--- src/rtl/mode_controller.sv ---
// mode_controller: front-panel mode sequencer for the clock design.
// Turns three debounced button levels into the display/edit mode, single-cycle
// increment strobes for the clock and alarm registers, stopwatch run/clear
// controls, and a digit blink mask for the field being edited.
// Optional feature macro: MODE_TIMEOUT_EN builds the edit-mode inactivity
// timeout (TIMEOUT_S ticks of tick_1hz) that returns the block to CLOCK.
module mode_controller #(
    parameter int unsigned TIMEOUT_S = 30
) (
    input  logic       clk,
    input  logic       rst,
    input  logic       btn_mode,
    input  logic       btn_set,
    input  logic       btn_adj,
    input  logic       tick_1hz,
    input  logic       tick_2hz,
    output logic [1:0] mode,
    output logic       sw_run,
    output logic       sw_clear,
    output logic       clk_inc_hr,
    output logic       clk_inc_min,
    output logic       alm_inc_hr,
    output logic       alm_inc_min,
    output logic [3:0] blink_mask
);

    typedef enum logic [1:0] {
        MODE_CLOCK = 2'b00,
        MODE_SW    = 2'b01,
        MODE_CSET  = 2'b10,
        MODE_ASET  = 2'b11
    } mode_t;

    // Button history flops reset to 1 so a button held through reset is not an event
    logic  btn_mode_q, btn_set_q, btn_adj_q;
    mode_t mode_q, mode_d, mode_nxt;
    logic  edit_sel_q, edit_sel_d;   // 0 = hours, 1 = minutes
    logic  phase_q, phase_d;         // blink phase, 1 = selected digits blanked
    logic  sw_run_q, sw_run_d;
    logic  sw_clear_q, sw_clear_d;
    logic  [3:0] inc_q, inc_d;       // {clk_hr, clk_min, alm_hr, alm_min}
    logic  mode_ev, set_ev, adj_ev, any_ev, in_set;

`ifdef MODE_TIMEOUT_EN
    localparam logic [7:0] TOUT_LAST = 8'(TIMEOUT_S - 1);
    logic [7:0] tout_cnt_q, tout_cnt_d;
`else
    // Timeout not built: tick_1hz and TIMEOUT_S deliberately have no effect
    logic unused_tick;
    assign unused_tick = tick_1hz ^ (TIMEOUT_S == 0);
`endif

    assign mode_ev  = btn_mode & ~btn_mode_q;
    assign set_ev   = btn_set  & ~btn_set_q;
    assign adj_ev   = btn_adj  & ~btn_adj_q;
    assign any_ev   = mode_ev | set_ev | adj_ev;
    assign in_set   = mode_q[1];
    assign mode_nxt = mode_t'(mode_q + 2'd1);

    // State register: all flops, cleared asynchronously
    always_ff @(posedge clk or posedge rst) begin
        if (rst) begin
            btn_mode_q <= 1'b1;
            btn_set_q  <= 1'b1;
            btn_adj_q  <= 1'b1;
            mode_q     <= MODE_CLOCK;
            edit_sel_q <= 1'b0;
            phase_q    <= 1'b0;
            sw_run_q   <= 1'b0;
            sw_clear_q <= 1'b0;
            inc_q      <= 4'b0000;
`ifdef MODE_TIMEOUT_EN
            tout_cnt_q <= 8'd0;
`endif
        end else begin
            btn_mode_q <= btn_mode;
            btn_set_q  <= btn_set;
            btn_adj_q  <= btn_adj;
            mode_q     <= mode_d;
            edit_sel_q <= edit_sel_d;
            phase_q    <= phase_d;
            sw_run_q   <= sw_run_d;
            sw_clear_q <= sw_clear_d;
            inc_q      <= inc_d;
`ifdef MODE_TIMEOUT_EN
            tout_cnt_q <= tout_cnt_d;
`endif
        end
    end

    // Next-state logic: mode stepping has priority over set/adj in the same cycle
    always_comb begin
        mode_d     = mode_q;
        edit_sel_d = edit_sel_q;
        sw_run_d   = sw_run_q;
        sw_clear_d = 1'b0;
        inc_d      = 4'b0000;
        phase_d    = phase_q ^ tick_2hz;
        if (mode_ev) begin
            mode_d = mode_nxt;
            if (mode_nxt[1]) begin
                edit_sel_d = 1'b0;
                phase_d    = 1'b0;
            end
        end else begin
            case (mode_q)
                MODE_SW: begin
                    if (set_ev) sw_run_d = ~sw_run_q;
                    if (adj_ev && !sw_run_q) sw_clear_d = 1'b1;
                end
                MODE_CSET, MODE_ASET: begin
                    if (set_ev) edit_sel_d = ~edit_sel_q;
                    if (adj_ev) begin
                        if (mode_q == MODE_CSET) inc_d = edit_sel_q ? 4'b0100 : 4'b1000;
                        else                     inc_d = edit_sel_q ? 4'b0001 : 4'b0010;
                    end
                    // Keep digits visible right after the user touches them
                    if (set_ev || adj_ev) phase_d = 1'b0;
                end
                default: ;
            endcase
        end
`ifdef MODE_TIMEOUT_EN
        tout_cnt_d = tout_cnt_q;
        if (any_ev || !in_set) begin
            tout_cnt_d = 8'd0;
        end else if (tick_1hz) begin
            if (tout_cnt_q == TOUT_LAST) begin
                mode_d     = MODE_CLOCK;
                edit_sel_d = 1'b0;
                tout_cnt_d = 8'd0;
            end else begin
                tout_cnt_d = tout_cnt_q + 8'd1;
            end
        end
`endif
    end

    // Output logic: blank the selected field during the blink-off phase of set modes
    always_comb begin
        blink_mask = 4'b0000;
        if (in_set && phase_q) blink_mask = edit_sel_q ? 4'b0011 : 4'b1100;
    end

    assign mode        = mode_q;
    assign sw_run      = sw_run_q;
    assign sw_clear    = sw_clear_q;
    assign clk_inc_hr  = inc_q[3];
    assign clk_inc_min = inc_q[2];
    assign alm_inc_hr  = inc_q[1];
    assign alm_inc_min = inc_q[0];

endmodule

--- config.mk ---
export PLATFORM = sky130hd
export DESIGN_NAME = mode_controller
export DESIGN_NICKNAME = d
export VERILOG_FILES = /design/src/rtl/mode_controller.sv
export SDC_FILE = /design/constraint.sdc
export NUM_CORES = 1
export LEC_CHECK = 0
export BUFFER_PORTS_ARGS = -buffer_cell sky130_fd_sc_hd__buf_4
export CELL_PAD_IN_SITES_DETAIL_PLACEMENT = 1
export CELL_PAD_IN_SITES_GLOBAL_PLACEMENT = 1
export CORE_MARGIN = 2
export CORE_UTILIZATION = 32
export DETAILED_ROUTE_END_ITERATION = 10
export PLACE_DENSITY_LB_ADDON = 0.1
export SLEW_MARGIN = 10
export SYNTH_ARGS = -nofsm -noshare
export SYNTH_HDL_FRONTEND = slang
export SYNTH_SLANG_ARGS = --single-unit
--- constraint.sdc ---
create_clock -name clk -period 1.4 [get_ports clk]
set_clock_uncertainty 0.1 [all_clocks]
set_input_delay 0.07 -clock clk [delete_from_list [all_inputs] [get_ports clk]]
set_output_delay 0.07 -clock clk [all_outputs]
set_load 0.05 [all_outputs]
==> out/qor.txt <==
vias in the first global route = 427
Setup violations, final = 0
register area share after synthesis = 55.7%
DRC viols = 0
syn avg cell area = 11.8 µm²
All-Layer GR Usage = 13.3%
CTS buffer count = 3
share of power burned in registers = 32.0%
Post-Syn Instances = 50
sw power = 869 µW
ys async rst share = 100%
WP data required = 1230 ps
reg-to-reg endpoint = edit_sel_q
Post-synth EDFFs = 0
Worst setup SP type = flop
GP Congestion = 0.741
clk_lat worst skew = 280 ps
status = complete, no violations
drt pass-1 iters = 2
Max Cap Viol = 0
share of layout cells above drive strength 1 = 46.7%
Root Driver = clkbuf_4
clock sink count = 13
Syn-to-layout area delta = 44.9%
post-layout min period = 1340 ps
FF-to-FF setup slack = 90 ps
Worst EP arrival = 1170 ps
# IOs = 19
Via density = 4.46
fin crit share = 96.0%
Power Total = 1.83 mW
IR drop worst, VDD = 1.11 mV
diode count = 0
relative slew slack = 66.3%
Hold WC Path Type = input port to asynchronous set/reset pin
Die W = 47.0 µm
CP cell instances = inv_2 > and3_2 > buf_4
Via Count = 446
post-synth cell types = 24
largest net degree at the start of global routing = 14
row count = 15
ys flop type = dfrtp_1
fillers = 207
Core Region = 1730 µm²
cells on worst reg2reg path = 5
fmax = 0.744 GHz
RSZ-0062 raised after global routing = true
placed instance area = 772 µm²
Die Ht = 47.0 µm
clk slew on worst S/H paths = 90 ps
mapped cell area = 591 µm²
Post-Route WL = 1.25 mm
Post-DRT Antenna Nets = 0
DPL Wire Length = 910 µm
Worst R2R Start = mode[0]
H-tree depth = 1
syn_nets = 61
CP peak stage delay = 420 ps
nets = 87
Port-buffer cells = 17
Gate power share = 54.8%
#FFs+latches synth = 13
clk buf depth = 2
Crit-path slowest cell = dfrtp_1
YS warnings = 0
Clock power frac = 13.2%
DRT iter0 DRCs = 3
total grt overflow = 0
Routed WL per cell = 12.5 µm
global-route wire length before repair = 1.95 mm
actual slew at the worst max-slew pin = 504 ps
initial antenna violation count = 0
Power Dens Cells = 2140 nW/µm²
critical path class = flop to output port
Slew Limit Fails = 0
Starting Density = 34.2%
post-route cell area = 856 µm²
Final Hold Viols = 0
Int Pwr = 962 µW
TritonCTS clock tree = done
Sw Share = 47.5%
Pleak = 0.408 nW
die area = 2210 µm²
CP Capture Type = output port
Worst Path Max Fanout = 4
final core utilization = 49.6%
## registers in the layout (all words and copies together) (netlist names)
| register | cells |
|---|---|
| btn_set_q | 1 |
| sw_clear | 1 |
| edit_sel_q | 1 |
| inc_q | 4 |
| btn_mode_q | 1 |
| phase_q | 1 |
| btn_adj_q | 1 |
| mode | 2 |
| sw_run | 1 |
## layout by cell type, fill, tap and decap left out, types with 2 or more instances in the layout
| cell type | instances |
|---|---|
| dfstp_2 | 3 |
| dfrtp_1 | 8 |
| and3_2 | 2 |
| clkbuf_4 | 3 |
| ha_1 | 2 |
| inv_1 | 3 |
| xnor2_1 | 2 |
| inv_2 | 2 |
| dlygate4sd3_1 | 5 |
| nor4_1 | 2 |
| dfrtp_2 | 2 |
| nor2b_1 | 2 |
| nand2_1 | 2 |
| nor3_1 | 2 |
| o21ai_0 | 2 |
| buf_4 | 18 |
| ha_4 | 2 |
## worst max-delay path: cells and delay by family (launching register included)
family / cells / cell delay (ps)
flip-flops: 1 / 420
buffers and inverters: 2 / 280
AND/OR/NAND/NOR: 1 / 190
## Yosys cell counts (all sizes together) (2+ instances only)
cell	n	area share, %
ha	4	8.5
nor4	2	2.1
nand2	2	1.3
and3	2	2.1
nand2b	2	3.4
nor2b	3	4.4
o21ai	2	1.7
buf	2	2.5
nor3	2	1.7
inv	5	3.2
dfstp	3	13
dfrtp	10	42
xnor2	2	3.0
## metal layers
| layer | GRT usage [%] | part of all wire [%] | up-vias |
|---|---|---|---|
| met5 | 0 | 0 | - |
| met4 | 6.67 | 0.64 | 0 |
| met3 | 4.62 | 4.0 | 2 |
| met2 | 21.4 | 49 | 13 |
| met1 | 15.9 | 46 | 215 |
| li1 | - | - | 216 |
## logic make-up (layout without fill, tap and decap cells)
logic type	after synthesis	in the layout	share of synthesized area, %
AO/OA/AOI/OAI	7	7	7.84
XOR/XNOR	3	3	4.45
AND/OR/NAND/NOR	16	16	17.8
flip-flops	13	13	55.7
adder cells (fa/ha/maj)	4	4	8.47
buffers and inverters	7	32	5.72
## power by group through the flow
stage	logic, mW	registers (mW)	clock network (mW)
3_3_place_gp	0.959	0.596	0
3_5_place_dp	0.965	0.597	0
4_1_cts	0.980	0.589	0.250
5_1_grt	1.08	0.602	0.271
6_report	1.00	0.586	0.243
2_1_floorplan	0.539	0.781	0
## cell type report
cell class / count / area, µm² / area share [%]
flip-flops and latches: 13 / 332 / 38.7
multi-input cells: 30 / 263 / 30.7
repair buffers: 23 / 185 / 21.6
well taps: 25 / 31.3 / 3.65
clock buffers: 4 / 26.3 / 3.07
inverters: 5 / 18.8 / 2.19
## metrics by stage
step / setup slack [ps] / setup TNS [ps] / instances / hold slack (ps)
floorplan: -22.2 / -44.4 / 50 / -155
global placement: 129 / 0 / 90 / 25.6
detailed placement: 105 / 0 / 90 / 32.7
CTS: -23.9 / -47.3 / 99 / 280
global route: -5.57 / -8.55 / 100 / 314
finish: 56.3 / 0 / 100 / 271
## worst max-delay path by stage
stage	start	end	slack (ps)	cells past startpoint
5_1_grt	edit_sel_q	blink_mask[2]	-6	3
3_3_place_gp	mode[0]	edit_sel_q	130	5
6_report	edit_sel_q	blink_mask[2]	60	3
3_5_place_dp	mode[0]	edit_sel_q	100	5
4_1_cts	edit_sel_q	blink_mask[2]	-20	3
2_1_floorplan	mode[1]	blink_mask[1]	-20	2
## what timing repair did
action / in CTS / in global routing
endpoints found under the setup margin: 2 / 2
resized for setup: 0 / 1
hold buffers: 5 / 0
gates cloned: 0 / 0
hold endpoints to repair: 14 / 0
setup buffers: 0 / 1
(Power assumes the default switching activity.)
